File: src/rtl/tc1_responder_if.sv
// Pin bundle for the TC1 responder: SPI slave pins, host snapshot-load port and frame status.
// The responder uses the slave view; the SPI master and host logic use the master view.
interface tc1_responder_if;
  logic        SCLK;
  logic        CS;
  logic        MISO;
  logic        miso_oe;
  logic        load;
  logic [13:0] temp_termoc;
  logic [11:0] temp_internal;
  logic [2:0]  status;
  logic        busy;
  logic        frame_done;
  logic        frame_abort;

  modport slave (
    input  SCLK, CS, load, temp_termoc, temp_internal, status,
    output MISO, miso_oe, busy, frame_done, frame_abort
  );

  modport master (
    output SCLK, CS, load, temp_termoc, temp_internal, status,
    input  MISO, miso_oe, busy, frame_done, frame_abort
  );
endinterface

File: src/rtl/tc1_responder.sv
// Pmod TC1 (MAX31855-style) SPI read-only slave emulator serving a host-loaded 32-bit snapshot.
// Latency: SYNC_STAGES+1 clk from an SCLK/CS edge to action; no backpressure, the SPI master paces it.
module tc1_responder #(
  parameter int SYNC_STAGES = 2
) (
  input  logic             clk,
  input  logic             rst,
  tc1_responder_if.slave   bus
);

  typedef enum logic [1:0] {
    IDLE  = 2'd0,
    SHIFT = 2'd1,
    TAIL  = 2'd2
  } state_t;

  localparam logic [5:0] FRAME_BITS = 6'd32;

  // Synchronisers; CS idles high so its chain resets to 1.
  logic [SYNC_STAGES-1:0] sclk_sync;
  logic [SYNC_STAGES-1:0] cs_sync;
  logic [SYNC_STAGES-1:0] sync_fill;
  logic                   sclk_d;
  logic                   cs_d;
  logic                   sclk_s;
  logic                   cs_s;
  logic                   sclk_rise;
  logic                   sclk_fall;
  logic                   cs_rise;
  logic                   cs_fall;

  always_ff @(posedge clk) begin
    if (rst) begin
      sclk_sync <= '0;
      cs_sync   <= '1;
      sync_fill <= '0;
      sclk_d    <= 1'b0;
      cs_d      <= 1'b1;
    end else begin
      if (SYNC_STAGES > 1) begin
        sclk_sync <= {sclk_sync[SYNC_STAGES-2:0], bus.SCLK};
        cs_sync   <= {cs_sync[SYNC_STAGES-2:0], bus.CS};
        sync_fill <= {sync_fill[SYNC_STAGES-2:0], 1'b1};
      end else begin
        sclk_sync <= bus.SCLK;
        cs_sync   <= bus.CS;
        sync_fill <= '1;
      end
      sclk_d <= sclk_s;
      cs_d   <= cs_s;
    end
  end

  assign sclk_s    = sclk_sync[SYNC_STAGES-1];
  assign cs_s      = cs_sync[SYNC_STAGES-1];
  assign sclk_rise = sclk_s & ~sclk_d;
  assign sclk_fall = ~sclk_s & sclk_d;
  assign cs_rise   = cs_s & ~cs_d;
  assign cs_fall   = ~cs_s & cs_d;

  // Snapshot layout: termoc, reserved, fault, internal, reserved, {SCV, SCG, OC}.
  logic [31:0] load_word;
  logic [31:0] shadow;

  assign load_word = {bus.temp_termoc, 1'b0, |bus.status, bus.temp_internal, 1'b0, bus.status};

  always_ff @(posedge clk) begin
    if (rst) begin
      shadow <= '0;
    end else if (bus.load) begin
      shadow <= load_word;
    end
  end

  state_t      state;
  logic [31:0] shift_reg;
  logic [5:0]  fall_cnt;
  logic [5:0]  rise_cnt;
  logic        armed;
  logic        miso_q;
  logic        miso_oe_q;
  logic        busy_q;
  logic        frame_done_q;
  logic        frame_abort_q;
  logic [31:0] start_word;

  // A load landing on the same cycle as the CS fall must reach the wire.
  assign start_word = bus.load ? load_word : shadow;

  always_ff @(posedge clk) begin
    if (rst) begin
      state         <= IDLE;
      shift_reg     <= '0;
      fall_cnt      <= '0;
      rise_cnt      <= '0;
      armed         <= 1'b0;
      miso_q        <= 1'b0;
      miso_oe_q     <= 1'b0;
      busy_q        <= 1'b0;
      frame_done_q  <= 1'b0;
      frame_abort_q <= 1'b0;
    end else begin
      frame_done_q  <= 1'b0;
      frame_abort_q <= 1'b0;
      // Only a CS level seen after the synchroniser has flushed its reset value can arm.
      if (sync_fill[SYNC_STAGES-1] && cs_s) begin
        armed <= 1'b1;
      end

      case (state)
        IDLE: begin
          miso_q    <= 1'b0;
          miso_oe_q <= 1'b0;
          busy_q    <= 1'b0;
          if (cs_fall && armed) begin
            shift_reg <= start_word;
            fall_cnt  <= '0;
            rise_cnt  <= '0;
            miso_q    <= start_word[31];
            miso_oe_q <= 1'b1;
            busy_q    <= 1'b1;
            state     <= SHIFT;
          end
        end

        SHIFT: begin
          if (cs_rise) begin
            frame_abort_q <= 1'b1;
            miso_q        <= 1'b0;
            miso_oe_q     <= 1'b0;
            busy_q        <= 1'b0;
            state         <= IDLE;
          end else if (sclk_fall) begin
            // Zero fill: shifted-in zeros drive MISO low once all 32 bits are out.
            shift_reg <= {shift_reg[30:0], 1'b0};
            miso_q    <= shift_reg[30];
            if (fall_cnt != FRAME_BITS) begin
              fall_cnt <= fall_cnt + 6'd1;
            end
          end else if (sclk_rise) begin
            if (rise_cnt == FRAME_BITS - 6'd1) begin
              rise_cnt     <= FRAME_BITS;
              frame_done_q <= 1'b1;
              miso_q       <= 1'b0;
              state        <= TAIL;
            end else if (rise_cnt != FRAME_BITS) begin
              rise_cnt <= rise_cnt + 6'd1;
            end
          end
        end

        TAIL: begin
          miso_q <= 1'b0;
          if (cs_rise) begin
            miso_oe_q <= 1'b0;
            busy_q    <= 1'b0;
            state     <= IDLE;
          end
        end

        default: begin
          miso_q    <= 1'b0;
          miso_oe_q <= 1'b0;
          busy_q    <= 1'b0;
          state     <= IDLE;
        end
      endcase
    end
  end

  assign bus.MISO        = miso_q;
  assign bus.miso_oe     = miso_oe_q;
  assign bus.busy        = busy_q;
  assign bus.frame_done  = frame_done_q;
  assign bus.frame_abort = frame_abort_q;

endmodule

File: src/flat_wrapper.sv
// flat-port wrapper written by rule: the top's interface ports become plain ports
module tc1_responder_flat 
#(
  parameter int SYNC_STAGES = 2
)
  (clk, rst, bus_SCLK, bus_CS, bus_load, bus_temp_termoc, bus_temp_internal, bus_status, bus_MISO, bus_miso_oe, bus_busy, bus_frame_done, bus_frame_abort);
  tc1_responder_if bus_i ();
  input  logic clk;
  input  logic rst;
  input wire logic [$bits(bus_i.SCLK)-1:0] bus_SCLK;
  input wire logic [$bits(bus_i.CS)-1:0] bus_CS;
  input wire logic [$bits(bus_i.load)-1:0] bus_load;
  input wire logic [$bits(bus_i.temp_termoc)-1:0] bus_temp_termoc;
  input wire logic [$bits(bus_i.temp_internal)-1:0] bus_temp_internal;
  input wire logic [$bits(bus_i.status)-1:0] bus_status;
  output wire logic [$bits(bus_i.MISO)-1:0] bus_MISO;
  output wire logic [$bits(bus_i.miso_oe)-1:0] bus_miso_oe;
  output wire logic [$bits(bus_i.busy)-1:0] bus_busy;
  output wire logic [$bits(bus_i.frame_done)-1:0] bus_frame_done;
  output wire logic [$bits(bus_i.frame_abort)-1:0] bus_frame_abort;
  assign bus_i.SCLK = bus_SCLK;
  assign bus_i.CS = bus_CS;
  assign bus_i.load = bus_load;
  assign bus_i.temp_termoc = bus_temp_termoc;
  assign bus_i.temp_internal = bus_temp_internal;
  assign bus_i.status = bus_status;
  assign bus_MISO = bus_i.MISO;
  assign bus_miso_oe = bus_i.miso_oe;
  assign bus_busy = bus_i.busy;
  assign bus_frame_done = bus_i.frame_done;
  assign bus_frame_abort = bus_i.frame_abort;
  tc1_responder #(.SYNC_STAGES(SYNC_STAGES)) u_core (.clk(clk), .rst(rst), .bus(bus_i));
endmodule
File: config.mk
export PLATFORM = sky130hd
export DESIGN_NAME = tc1_responder_flat
export DESIGN_NICKNAME = d
export VERILOG_FILES = /design/src/rtl/tc1_responder_if.sv /design/src/rtl/tc1_responder.sv /design/src/flat_wrapper.sv
export SDC_FILE = /design/constraint.sdc
export NUM_CORES = 1
export LEC_CHECK = 0
export CORE_MARGIN = 5
export CORE_UTILIZATION = 45
export CTS_BUF_LIST = sky130_fd_sc_hd__clkbuf_16
export DETAILED_ROUTE_END_ITERATION = 10
export GPL_TIMING_DRIVEN = 0
export HOLD_SLACK_MARGIN = 0.05
export PLACE_DENSITY = 0.68
export SLEW_MARGIN = 20
export SYNTH_ARGS = -nofsm -noshare
export SYNTH_HDL_FRONTEND = slang
export SYNTH_SLANG_ARGS = --single-unit
File: constraint.sdc
create_clock -name clk -period 1.7 [get_ports clk]
set_input_delay 0.425 -clock clk [delete_from_list [all_inputs] [get_ports clk]]
set_output_delay 0.425 -clock clk [all_outputs]
set_load 0.005 [all_outputs]
==> impl_metrics.ini <==
[run_status]
status = finished with violations
violations = negative setup slack

[global_route]
grtUsageTotal = 0.176
grt_pass1_vias = 3098
grt_pass1_wl_um = 14100
grt_max_degree = 14
overflow = 0
antenna_found_initial = 0

[setup_path]
critPathLaunchType = register
worstRegToRegCells = 7
crit_start = u_core.state[1]$_SDFFE_PP0P_
cp-end-kind = register
arrival_ns = 1.94
worstSetupPathType = reg -> reg
worstReg2RegStart = u_core.state[1]$_SDFFE_PP0P_
reg2reg_slack_ns = -0.05
worstPathMaxFanout = 5
cp.required_ns = 1.89

[clock_network]
worstSkewPairLatency_ns = 0.33
cts_buffer_depth = 2
htreeDepth = 3
tritoncts = built
postCtsHoldBufs = 0
clk_pin_slew_ns = 0.06
clock-root-buffer = clkbuf_16
numCtsBuffers = 9
cts.sinks = 84

[logic_synthesis]
netlist_top_cells_count = dfxtp_1 (84), nor2_1 (43), nand2_1 (37)
synth_seq_cells = 84
yosysWarnings = 0
synth_area_um2 = 3580
ys_seq_area_frac = 0.469
async_reset_ff_frac = 0
synth_top_area_frac = 0.469
synth_edf_count = 0
yosysTopAreaCell = dfxtp_1
synth_cell_types = 41
synth.most_common_cell = dfxtp_1
avgSynthCellArea_um2 = 8.87
synth_cells = 404
synthFlopType = dfxtp_1
syn_nets = 445
yosys-top-cells-area = dfxtp_1 (47%), mux2i_1 (8.4%), o221ai_1 (6.6%)

[finish]
num_antenna_cells = 0
multi_input_area_um2 = 1930
fin_nets = 506
area_delta_synth_final_pct = 35.1
stdcell_count = 572
drive_above_1_share = 0.202
fin_area_um2 = 4840
regArea_um2 = 1690
nFillCells = 637
largest_register_ffs = 32

[timing]
worst_slack_ns = -0.0481
rsz0062_at_grt = true
setup_viol = 13
fmax_ghz = 0.572
finalHoldViolCount = 0
tightest_slew_ns = 0.642
slew_violations = 0
hold_ws_ns = 0.408
finalCritPeriodShare = 1.03
fin_crit_ns = 1.75
relSlewSlack = 0.572
clock_skew_ns = 0.00504

[routing]
drt_iter0_drc = 261
drtAntennaViolNets = 0
vias_per_cell = 5.69
wl_met3_um = 459
dr_total_vias = 3252
drc = 0
top_layer_used = met4
detail_route.wl_per_cell_um = 15.8
wl_met2_um = 4510
wl_um = 9040
drtPass1Iterations = 5
drt-met1-wl_um = 3920

[die]
die-area_um2 = 9850
initial_core_util = 0.464
num_rows = 32
io_pins = 39
die_x_um = 99.2
die_h_um = 99.2
core_um2 = 7730

[pwr]
p_per_area_nw_per_um2 = 1060
seqPwrFrac = 0.409
ir_drop_v = 0.000652
power.switching_mw = 1.39
clkPwrFrac = 0.393
p_total_mw = 5.15
internal_power_mw = 3.76
swShare = 0.270
pwr-share-comb = 0.198
p_leak_nw = 1.91

[worst_hold_path]
hold_class = reg -> reg
hp-start = u_core.cs_sync[0]$_SDFF_PP1_
hold_path_depth = 1

[place]
placed_cell_area_um2 = 4090
gp_congestion = 0.961
dp_slack_ns = -0.458
dpl.cell_count = 542
io_buffers = 36
post-dp-hpwl_um = 5970

[flow_run]
maxCapViolations = 0
==> kinds of logic after synthesis <==
group                    Yosys count  share of synthesized area
AO/OA/AOI/OAI                     87                      0.175
multiplexers                      31                     0.0869
flip-flops                        84                      0.469
adder cells (fa/ha/maj)            7                     0.0244
buffers and inverters             46                     0.0524
AND/OR/NAND/NOR                  149                      0.192
==> per-stage QoR <==
stage | setup TNS, ns | util
detailed placement | -17.36 | 0.529
global route | -2.18 | 0.626
global placement | -15.62 | 0.529
finish | -0.249 | 0.626
CTS | -0.0465 | 0.593
floorplan | 0 | -
==> cell type report <==
| cell class | count | area share |
|---|---|---|
| clock inverters | 7 | 0.0173 |
| well taps | 102 | 0.0264 |
| inverters | 12 | 0.00982 |
| flip-flops and latches | 84 | 0.348 |
| plain buffers | 34 | 0.0473 |
| repair buffers | 50 | 0.105 |
| clock buffers | 9 | 0.0465 |
| multi-input cells | 274 | 0.399 |
==> worst max-delay path: stages, from the launching register on <==
cell and delay, ns:
dfxtp_2 0.35, inv_4 0.05, ha_4 0.16, nor2b_4 0.13
a2111o_1 0.44, buf_6 0.17, a221oi_2 0.22, nor3_1 0.08
==> placed cells by master, fill, tap and decap left out, types with 3 or more instances in the layout <==
cell             synthesis  layout
nand2_1                 37      37
a211oi_1                 4       4
clkbuf_2                 0       3
inv_1                   12      13
o221ai_2                 0      16
buf_6                    0       4
clkbuf_1                21      10
nand2b_1                 6       5
buf_2                    9       3
dfxtp_1                 84      81
nand3_1                 31      29
clkdlybuf4s50_1          0      35
buf_8                    0       3
dfxtp_2                  0       3
nand4_1                  4       4
nor2b_1                  6       5
ha_1                     7       4
buf_4                    1      14
a21oi_1                 32      30
nor2_1                  43      41
nor3_1                  10       9
o221ai_1                27      11
clkbuf_16                0      11
mux2i_1                 30      30
ha_4                     0       3
or2_2                    3       3
clkbuf_4                 0       8
==> worst paths after layout <==
path / to
worst min-delay path: u_core.cs_sync[1]$_SDFF_PP1_
worst max register to register: u_core.shift_reg[17]$_SDFFE_PP0P_
worst max-delay path: u_core.shift_reg[17]$_SDFFE_PP0P_
worst min register to register: u_core.cs_sync[1]$_SDFF_PP1_
==> per-layer routing <==
metal,GRT usage,up-vias
met5,0,-
met4,0.0704,0
met2,0.305,104
met3,0.0302,17
li1,-,1582
met1,0.216,1549
==> power groups by stage <==
stage | combinational, mW | clock (mW) | sequential (mW)
finish | 1.02 | 2.03 | 2.11
detailed placement | 0.781 | 0 | 2.14
global placement | 0.773 | 0 | 2.14
CTS | 0.889 | 2.05 | 2.10
floorplan | 0.539 | 0 | 2.13
global route | 1.10 | 2.12 | 2.11
==> repair_timing <==
action	CTS	global route
pin swaps	15	26
setup endpoints to repair	39	38
setup buffers	6	6
cloned	0	2
resized for setup	45	41
No activity file was read; power rests on OpenSTA's default activity.
